### src/rtl/router_pkg.sv
// -----------------------------------------------------------------------------
// router_pkg
//
// Constants shared by the 1x3 router blocks:
//   DATA_W / FIFO_DEPTH  default byte width and per-port buffer depth
//   LEN_* / ADDR_*       field positions inside a packet header byte
//   port_addr_t          2-bit destination port addresses (00/01/10)
//   pkt_remaining()      bytes left after a header (payload plus parity)
// -----------------------------------------------------------------------------
package router_pkg;

    localparam int DATA_W     = 8;
    localparam int FIFO_DEPTH = 16;

    // Header byte layout: [7:2] payload length, [1:0] destination address
    localparam int LEN_MSB  = 7;
    localparam int LEN_LSB  = 2;
    localparam int ADDR_MSB = 1;
    localparam int ADDR_LSB = 0;

    localparam int LEN_W  = LEN_MSB - LEN_LSB + 1;
    localparam int PADR_W = ADDR_MSB - ADDR_LSB + 1;

    typedef enum logic [PADR_W-1:0] {
        PORT_ADDR0 = 2'b00,
        PORT_ADDR1 = 2'b01,
        PORT_ADDR2 = 2'b10
    } port_addr_t;

    // Number of bytes that still belong to the packet once its header has
    // been read: every payload byte plus the trailing parity byte.
    function automatic logic [LEN_W-1:0] pkt_remaining(input logic [LEN_W-1:0] len);
        return len + LEN_W'(1);
    endfunction

endpackage

### src/rtl/router_fifo_mem.sv
// -----------------------------------------------------------------------------
// router_fifo_mem
//
// Storage array for one router output FIFO: DEPTH words of WORD_W bits.
// Synchronous write port, asynchronous (combinational) read port. The whole
// array is cleared by resetn so no stale packet bytes survive a hard reset.
//
// Ports:
//   clock    rising-edge clock
//   resetn   synchronous, active-low reset; zeroes every word
//   wr_en    write strobe (already qualified by the caller)
//   wr_addr  write word address
//   wr_data  word to store
//   rd_addr  read word address
//   rd_data  word at rd_addr
// -----------------------------------------------------------------------------
module router_fifo_mem
    import router_pkg::*;
#(
    parameter int DEPTH  = FIFO_DEPTH,
    parameter int WORD_W = DATA_W + 1,
    parameter int ADDR_W = $clog2(DEPTH)
) (
    input  logic              clock,
    input  logic              resetn,
    input  logic              wr_en,
    input  logic [ADDR_W-1:0] wr_addr,
    input  logic [WORD_W-1:0] wr_data,
    input  logic [ADDR_W-1:0] rd_addr,
    output logic [WORD_W-1:0] rd_data
);

    logic [WORD_W-1:0] mem [DEPTH];

    always_ff @(posedge clock) begin
        if (!resetn) begin
            for (int i = 0; i < DEPTH; i++) begin
                mem[i] <= '0;
            end
        end else if (wr_en) begin
            mem[wr_addr] <= wr_data;
        end
    end

    assign rd_data = mem[rd_addr];

endmodule

### src/rtl/router_fifo.sv
// -----------------------------------------------------------------------------
// router_fifo
//
// Per-port output buffer of the 1x3 router. Stores packet bytes tagged with a
// header-marker bit and follows the packet length on the read side so that
// data_out returns to its idle value once the parity byte has been read.
//
// Build option:
//   ROUTER_FIFO_TRISTATE_EN  when defined, the idle value of data_out is
//                            all-Z (after soft_reset and after a packet
//                            completes); otherwise it is all-0. resetn always
//                            drives data_out to 0.
//
// Ports:
//   clock       rising-edge clock
//   resetn      synchronous, active-low reset (pointers, counter, data, memory)
//   soft_reset  synchronous flush from the synchronizer (memory kept)
//   write_enb   write strobe
//   read_enb    read strobe from the downstream reader
//   lfd_state   1 = data_in is the header byte of a packet
//   data_in     byte to store
//   data_out    registered read data (one cycle after the read)
//   full        FIFO holds DEPTH words
//   empty       FIFO holds no words
// -----------------------------------------------------------------------------
module router_fifo
    import router_pkg::*;
#(
    parameter int DEPTH = FIFO_DEPTH,
    parameter int WIDTH = DATA_W
) (
    input  logic             clock,
    input  logic             resetn,
    input  logic             soft_reset,
    input  logic             write_enb,
    input  logic             read_enb,
    input  logic             lfd_state,
    input  logic [WIDTH-1:0] data_in,
    output logic [WIDTH-1:0] data_out,
    output logic             full,
    output logic             empty
);

    localparam int ADDR_W = $clog2(DEPTH);
    localparam int WORD_W = WIDTH + 1;

    localparam logic [ADDR_W:0] PTR_ONE = {{ADDR_W{1'b0}}, 1'b1};
    localparam logic [LEN_W-1:0] LEN_ONE = {{(LEN_W-1){1'b0}}, 1'b1};

`ifdef ROUTER_FIFO_TRISTATE_EN
    localparam logic [WIDTH-1:0] IDLE_VALUE = {WIDTH{1'bz}};
`else
    localparam logic [WIDTH-1:0] IDLE_VALUE = {WIDTH{1'b0}};
`endif

    if ((1 << ADDR_W) != DEPTH) begin : g_depth_check
        $error("router_fifo: DEPTH must be a power of 2");
    end

    // Pointers carry one extra wrap bit so full and empty can be told apart
    // when the address bits match.
    logic [ADDR_W:0]   wr_ptr;
    logic [ADDR_W:0]   rd_ptr;
    logic [LEN_W-1:0]  len_cnt;
    logic [WORD_W-1:0] rd_word;
    logic              wr_fire;
    logic              rd_fire;
    logic              rd_is_header;

    assign empty = (wr_ptr == rd_ptr);
    assign full  = (wr_ptr[ADDR_W] != rd_ptr[ADDR_W]) &&
                   (wr_ptr[ADDR_W-1:0] == rd_ptr[ADDR_W-1:0]);

    // Flags are the pre-edge values, so a simultaneous read and write on a
    // full FIFO lets only the read through, and on an empty FIFO only the
    // write. soft_reset outranks both.
    assign wr_fire = write_enb && !full  && !soft_reset;
    assign rd_fire = read_enb  && !empty && !soft_reset;

    assign rd_is_header = rd_word[WORD_W-1];

    router_fifo_mem #(
        .DEPTH  (DEPTH),
        .WORD_W (WORD_W),
        .ADDR_W (ADDR_W)
    ) u_mem (
        .clock   (clock),
        .resetn  (resetn),
        .wr_en   (wr_fire),
        .wr_addr (wr_ptr[ADDR_W-1:0]),
        .wr_data ({lfd_state, data_in}),
        .rd_addr (rd_ptr[ADDR_W-1:0]),
        .rd_data (rd_word)
    );

    always_ff @(posedge clock) begin
        if (!resetn) begin
            wr_ptr <= '0;
            rd_ptr <= '0;
        end else if (soft_reset) begin
            wr_ptr <= '0;
            rd_ptr <= '0;
        end else begin
            if (wr_fire) begin
                wr_ptr <= wr_ptr + PTR_ONE;
            end
            if (rd_fire) begin
                rd_ptr <= rd_ptr + PTR_ONE;
            end
        end
    end

    // Bytes of the current packet still to be read. A header always reloads
    // the count, even if the previous packet was cut short.
    always_ff @(posedge clock) begin
        if (!resetn) begin
            len_cnt <= '0;
        end else if (soft_reset) begin
            len_cnt <= '0;
        end else if (rd_fire) begin
            if (rd_is_header) begin
                len_cnt <= pkt_remaining(rd_word[LEN_MSB:LEN_LSB]);
            end else if (len_cnt != '0) begin
                len_cnt <= len_cnt - LEN_ONE;
            end
        end
    end

    // data_out holds the last byte while a packet is still in flight and
    // drops to the idle value once the count has run out.
    always_ff @(posedge clock) begin
        if (!resetn) begin
            data_out <= '0;
        end else if (soft_reset) begin
            data_out <= IDLE_VALUE;
        end else if (rd_fire) begin
            data_out <= rd_word[WIDTH-1:0];
        end else if (len_cnt == '0) begin
            data_out <= IDLE_VALUE;
        end
    end

endmodule

### config.mk
export PLATFORM = sky130hd
export DESIGN_NAME = router_fifo
export DESIGN_NICKNAME = d
export VERILOG_FILES = /design/src/rtl/router_pkg.sv /design/src/rtl/router_fifo_mem.sv /design/src/rtl/router_fifo.sv
export SDC_FILE = /design/constraint.sdc
export NUM_CORES = 1
export LEC_CHECK = 0
export ABC_AREA = 1
export CAP_MARGIN = 15
export CORE_MARGIN = 5
export CORE_UTILIZATION = 62
export CTS_CLUSTER_DIAMETER = 60
export CTS_CLUSTER_SIZE = 25
export DETAILED_ROUTE_END_ITERATION = 10
export HOLD_SLACK_MARGIN = 0.08
export PLACE_DENSITY = 0.87
export SLEW_MARGIN = 0
export SYNTH_ARGS = -nofsm -noshare
export SYNTH_HDL_FRONTEND = slang
export SYNTH_SLANG_ARGS = --single-unit
### constraint.sdc
create_clock -name clock -period 2.5 [get_ports clock]
set_input_delay 0.5 -clock clock [delete_from_list [all_inputs] [get_ports clock]]
set_output_delay 0.5 -clock clock [all_outputs]
set_load 0.05 [all_outputs]
# Yosys cells after proc, flatten, opt, wreduce, memory -nomap -nowiden
# Memories as Yosys holds them, arrays and structs flattened. A register that Yosys moved wholly into a read port is not among the register bits.
# Index checks and enable logic that the tools add are counted.
# word_totals
regBits,24
ram_bits,144
inputBits,14
output_inout_bits,10
word_cells,41
memories,1
# mem_list
memory,words,width,read_ports,rd_clocked_by_memory_dff,write_ports,line_no,source
u_mem.mem,16,9,1,1,16,router_fifo_mem.sv:33,logic [WORD_W-1:0] mem [DEPTH];
# op_classes
n_addsub,4
eq_ne,3
muxes,13
n_bitwise,1
n_reduce_logical,15
# op_table
op,n
two-way mux 8 bit,2
two-way mux 4 bit,3
two-way mux 6 bit,2
adder 5 x 1 -> 5 bit (second input constant),2
two-way mux 9 bit,1
OR reduction 9 bit,1
adder 6 x 1 -> 6 bit (second input constant),1
zero test 6 bit,1
nonzero test 6 bit,1
subtractor 6 x 1 -> 6 bit (second input constant),1
== test 5 bit,1
logical AND 1 bit,5
two-way mux 1 bit,5
== test 4 bit,1
nonzero test 2 bit,2
zero test 1 bit,3
AND reduction 2 bit,1
OR reduction 2 bit,1
inequality test 1 bit,1
NOT 1 bit,1

# Longest topological paths before layout
# Gate-level depths: netlist of the first run.
# logic_depth
depth_word,10
mapped_depth,15
mapped_depth_nobuf,13

# Modules after synthesis
# A second synthesis of the first run with hierarchy kept.
# hier_totals
hier_cells,992
hier_area_um2,8401.8
# modules_own_cells
mod,n_inst,cells_each,area_each_um2,seq_area_each_um2
router_fifo_mem,1,789,6990.5,4324.1
router_fifo,1,203,1411.4,480.5

# Worst setup path before layout of the first run
# Ideal clock, no wire load.
# synth_path
kind,register to register
start,register wr_ptr[2]
end,memory u_mem.mem[14][0] in the netlist's numbering (enable)
setup_ns,0.334
t_arrival_ns,1.638
required_ns,2.166
slack_ns,0.528
path_stages_with_launch,12
path_buffers,1
period_less_slack_ns,1.972
cell_sequence,dfxtp_1 > buf_2 > xor2_1 > nor2_1 > nand2_1 > or2_4 > nand2_4 > nor2_8 > nand2_8 > nor2_8 > nand2_2 > nand2_1
# synth_lines
element,line_no,source
from (decl),router_fifo.sv:62,logic [ADDR_W:0] wr_ptr;
from (signal assigned),router_fifo.sv:105,wr_ptr <= wr_ptr + PTR_ONE;
to (decl),router_fifo_mem.sv:33,

==> results of run 1 <==
==> worst max-delay path: cells and delay by family (launching register included) <==
family | cells | cell delay, ns
AO/OA/AOI/OAI | 2 | 0.24
adder cells (fa/ha/maj) | 1 | 0.24
buffers and inverters | 2 | 0.52
flip-flops | 1 | 0.37
AND/OR/NAND/NOR | 9 | 0.81
==> worst max-delay path by stage <==
stage	from	endpoint	slack (ns)	depth (start not counted)
5_1_grt	register	len_cnt[2]	0.005	13
4_1_cts	wr_ptr[2]	full	0.27	6
3_3_place_gp	soft_reset	u_mem.mem[10][3]	0.20	6
2_1_floorplan	wr_ptr[2]	u_mem.mem[14][0]	0.53	11
6_report	register	len_cnt[4]	0.22	14
3_5_place_dp	soft_reset	u_mem.mem[10][4]	0.14	6
==> power by group <==
group          internal [mW]  leakage, nW  total, mW  switching, mW
Combinational          0.112         2.04      0.397          0.285
Clock                   1.65        0.292       2.72           1.06
Sequential              3.19         1.71       3.22         0.0336
Total                   4.95         4.05       6.34           1.38
==> kinds of logic after synthesis <==
kind of cell | share of synthesized area [%]
flip-flops | 59.3
buffers and inverters | 6.52
AND/OR/NAND/NOR | 25.5
adder cells (fa/ha/maj) | 1.22
AO/OA/AOI/OAI | 6.58
XOR/XNOR | 0.851
==> final cells by class <==
cell class | instances | area (µm²) | share of cell area, %
sequential | 172 | 4890 | 52.0
multi-input combinational | 594 | 2820 | 30.0
timing repair buffer | 62 | 556 | 5.91
clock buffer | 18 | 429 | 4.57
inverter | 84 | 315 | 3.36
tap | 176 | 220 | 2.34
clock inverter | 14 | 175 | 1.86
==> state kept, by name, indices dropped and copies added, names as in the netlist, named ones only <==
signal and count:
u_mem.mem 144, data_out 8, len_cnt 6, rd_ptr 5
wr_ptr 5
==> cells in the final DEF (no fill, tap or decap), types with 7 or more instances in the layout <==
| master | Yosys | layout |
|---|---|---|
| o211ai_1 | 14 | 14 |
| nand2_1 | 204 | 204 |
| o21ai_0 | 28 | 28 |
| nand2_4 | 10 | 10 |
| inv_1 | 81 | 81 |
| clkdlybuf4s50_1 | 0 | 21 |
| a21oi_1 | 42 | 42 |
| nand2_2 | 9 | 9 |
| xor2_1 | 7 | 7 |
| ha_1 | 8 | 8 |
| edfxtp_1 | 144 | 144 |
| nand3_1 | 64 | 64 |
| dfxtp_1 | 28 | 27 |
| clkbuf_16 | 0 | 17 |
| nor2_1 | 184 | 184 |
| buf_4 | 2 | 38 |
==> routing by layer <==
layer | track usage [%] | wire length, µm
met3 | 6.48 | 2510
met4 | 14.2 | 1000
met2 | 44.7 | 10100
met5 | 0 | 0
met1 | 34.7 | 7480
==> stage by stage <==
step	power, mW	hold slack (ns)	setup WS [ns]
floorplan	3.51	0.443	0.528
global placement	3.65	0.450	0.198
detailed placement	3.66	0.451	0.135
CTS	6.32	0.461	0.274
global route	6.49	0.473	0.00540
finish	6.34	0.460	0.216
==> synthesized netlist by cell type (5+ instances only) <==
cell type and n:
nor2_8 5, nor2_1 184, o211ai_1 14, edfxtp_1 144
ha_1 8, nand2_2 9, nand3_1 64, o21ai_0 28
xor2_1 7, dfxtp_1 28, nand2_4 10, a21oi_1 42
buf_2 18, inv_1 81, nand2_1 204, clkbuf_1 19
==> results.json, run 1 <==
{
  "min_path_cells": 2,
  "die_x_um": 125,
  "place.gp.congestion": 0.957,
  "holdCritPathClass": "reg -> reg",
  "fin_setup_tns_ns": 0,
  "insertion_delay_ns": 0.43,
  "fmax_mhz": 438,
  "ff2ff_path_depth": 14,
  "hold_buffers": 0,
  "power.density_nw_per_um2": 674,
  "min-delay-start": "data_out[2]",
  "crit_type": "reg -> reg",
  "tightest_slew_ns": 0.544,
  "yosys_most_used_dff": "edfxtp_1",
  "grt_overflow_total": 0,
  "nNetsFinal": 953,
  "crit_required_ns": 2.82,
  "cts_setup_buffers": 0,
  "min_period_over_period_pct": 91.4,
  "fin_area_um2": 9400,
  "clkTransAtPathRegs_ns": 0.06,
  "critPathLaunchType": "register",
  "ctsResizeCount": 0,
  "antenna_found_initial": 0,
  "power.leakage_nw": 4.05,
  "fillers": 871,
  "routed_via_density": 5.90,
  "ff2ff_setup_slack_ns": 0.22,
  "core-area_um2": 13100,
  "min_period_ns": 2.28,
  "finalMaxSlewViolations": 0,
  "die_h_um": 125,
  "stdcell_count": 1120,
  "synth_seq_cells": 172,
  "yosysTopAreaCellShare_pct": 52.5,
  "cap_viol_max_count": 0,
  "diodes": 0,
  "wl_um": 21100,
  "outcome": "completed",
  "ys_seq_area_share_pct": 59.3,
  "post-place-cells": 1088,
  "hold-path-endpoint": "data_out[2]",
  "cts-root-buf": "clkbuf_16",
  "avgRoutedWirePerCell_um": 18.9,
  "syn_inst": 893,
  "row_count": 42,
  "worstPathCellList": "inv_2, buf_4, nand2_1, nand2_1, nand2_1, nand3_1, nand3_1, nand2_1, ha_1, nand2_1, o21ai_0, nand2_1, nand2_1, a21oi_1",
  "grt_setup_unrepaired": "no",
  "async_flop_share_pct": 0,
  "cts_tree": "done",
  "relSlewSlack_pct": 63.7,
  "hold_viol_final": 0,
  "cts.sinks": 172,
  "synth.area.top_cells": "edfxtp_1, nand2_1, nor2_1",
  "drt-initial-drc-count": 1183,
  "grt_pass1_vias": 6384,
  "synth_area_um2": 8240,
  "htree_levels": 4,
  "start_util_pct": 62.7,
  "io_pins": 24,
  "grt_pass1_wl_um": 33200,
  "cp_slowest_cell": "dfxtp_2",
  "yosysTopAreaCell": "edfxtp_1",
  "syn_to_final_growth_pct": 14.1,
  "via_count": 6609,
  "arrival_ns": 2.61,
  "synth_edf_count": 144,
  "grt_usage_pct": 27.5,
  "yosys_warnings": 0,
  "clk_path_buf_depth": 2,
  "ys_types": 31,
  "drc": 0,
  "clock_skew_ns": 0.00514,
  "drive_gt1_share_pct": 10.3,
  "max_stage_delay_ns": 0.37,
  "syn-num-nets": 915,
  "crit_fanout": 17,
  "first_pass_iters": 7,
  "timing.critical_path.mode_cell": "nand2_1",
  "dieArea_um2": 15700,
  "syn_avg_cell_area_um2": 9.22,
  "place_hpwl_um": 13300,
  "end_kind": "register",
  "vdd.ir_drop.worst_v": 0.000414,
  "cts_buffers": 17,
  "placed_cell_area_um2": 8790,
  "fin_util_pct": 71.5,
  "setup_viol_count_final": 0,
  "rr_endpoint": "len_cnt[4]",
  "portBuffers": 23,
  "antenna_left": 0,
  "grt_start_max_net_pins": 43
}
(Power assumes the default switching activity.)
==> run 2, diff against run 1 <==
- CORE_UTILIZATION: 62 -> 50
- GPL_TIMING_DRIVEN: default -> 0
- PLACE_DENSITY: 0.87 -> 0.74
- clock period: 2.5 -> 2.2 ns (I/O delays scaled with it)
==> results.json, run 2 (same netlist as run 1, synthesis figures left out) <==
{
  "outcome": "completed",
  "clk_path_buf_depth": 2,
  "rr_endpoint": "u_mem.mem[11][6]",
  "grt_setup_unrepaired": "yes",
  "avgRoutedWirePerCell_um": 19.1,
  "wl_um": 22500,
  "start_util_pct": 50.4,
  "grt_overflow_total": 0,
  "postLayoutSetupSlackWorst_ns": 0.0111,
  "place_hpwl_um": 14600,
  "nNetsFinal": 969,
  "cap_viol_max_count": 0,
  "vdd.ir_drop.worst_v": 0.000576,
  "largest_register_ff_count": 144,
  "cts_buffers": 17,
  "wl_met3_um": 2770,
  "end_kind": "register",
  "relSlewSlack_pct": 33.6,
  "setup_viol_count_final": 0,
  "clkTransAtPathRegs_ns": 0.06,
  "wl_met2_um": 10300,
  "antenna_found_initial": 0,
  "ff2ff_setup_slack_ns": 0.04,
  "top_regs": "u_mem.mem x144, data_out x8, len_cnt x6",
  "min-delay-start": "data_out[3]",
  "die_h_um": 138,
  "crit_required_ns": 2.26,
  "first_pass_iters": 7,
  "diodes": 0,
  "antenna_left": 0,
  "crit_type": "in -> reg",
  "drive_gt1_share_pct": 13.3,
  "ff2ff_path_depth": 10,
  "htree_levels": 4,
  "place.gp.congestion": 0.872,
  "grt_usage_pct": 23.2,
  "regMostFlops": "u_mem.mem",
  "via_count": 6650,
  "final_common_cell": "nand2_1",
  "portBuffers": 22,
  "finalMaxSlewViolations": 0,
  "power.density_nw_per_um2": 712,
  "wl_met1_um": 8690,
  "drt-initial-drc-count": 888,
  "critPathLaunchType": "input pin",
  "power.leakage_nw": 4.16,
  "pre_cts_slack_ns": -0.371,
  "grt_pass1_wl_um": 33800,
  "hold-path-endpoint": "data_out[3]",
  "hold_viol_final": 0,
  "min_period_over_period_pct": 99.5,
  "drc": 0,
  "arrival_ns": 2.25,
  "io_pins": 24,
  "routed_via_density": 5.64,
  "syn_to_final_growth_pct": 18.0,
  "min_period_ns": 2.19,
  "r2r_start": "wr_ptr[0]",
  "die_x_um": 138,
  "mostFrequentLayoutCells": "nand2_1, nor2_1, edfxtp_1",
  "row_count": 47,
  "top_layer": "met4",
  "min_path_cells": 2,
  "power.total_mw": 6.92,
  "holdCritPathClass": "reg -> reg",
  "crit_path_start": "resetn",
  "tightest_slew_ns": 0.997,
  "crit_fanout": 15,
  "dieArea_um2": 19100,
  "fmax_mhz": 457,
  "cts_tree": "done",
  "grt_start_max_net_pins": 20,
  "clock_skew_ns": 0.00758,
  "insertion_delay_ns": 0.43,
  "cts-root-buf": "clkbuf_16",
  "core-area_um2": 16300,
  "grt_pass1_vias": 5863,
  "cts.sinks": 172
}
## run 2: cell type report
type / instances / area, µm²
buffer: 41 / 289
clock buffer: 18 / 429
clock inverter: 14 / 104
fill: 1348 / 6630
inverter: 84 / 317
multi-input combinational: 599 / 3120
sequential: 172 / 4890
tap: 220 / 275
timing repair buffer: 32 / 302
## run 2: repair_timing
action,in CTS,in global routing
endpoints found under the setup margin,145,154
cloned,0,5
resized for setup,42,61
pin swaps,0,9
buffers inserted,0,10
hold buffers,0,0
## run 2: power breakdown
group | internal, mW | switching (mW) | total (mW)
clock network | 1.53 | 1.23 | 2.77
registers | 3.62 | 0.0320 | 3.65
logic | 0.145 | 0.359 | 0.504
total | 5.30 | 1.63 | 6.92
## run 2: worst max-delay path, stage by stage
cell,delay [ns]
buf_2,0.43
buf_2,0.87
nand2_1,0.49
## run 2: routing by layer
| metal | up-vias | global-route usage (%) |
|---|---|---|
| li1 | 3047 | - |
| met4 | 0 | 9.62 |
| met3 | 68 | 5.97 |
| met2 | 448 | 35.5 |
| met1 | 3087 | 31.9 |
| met5 | - | 0 |
## run 2: worst max-delay path by stage
stage	end	cells past startpoint
detailed placement	u_mem.mem[8][4]	6
finish	u_mem.mem[15][8]	3
floorplan	u_mem.mem[14][0]	11
global placement	u_mem.mem[8][5]	6
global route	u_mem.mem[11][6]	11
CTS	u_mem.mem[15][7]	3
## run 2: through the flow
stage,std cells,utilization [%],instance area (µm²),hold slack (ns),setup TNS (ns)
floorplan,893,-,8240,0.443,0
global route,1180,59.5,9720,0.486,-1.92
finish,1180,59.5,9720,0.460,0
detailed placement,1135,53.4,8730,0.455,-34.89
global placement,1135,53.4,8730,0.449,-34.11
CTS,1166,57.3,9370,0.464,-0.126
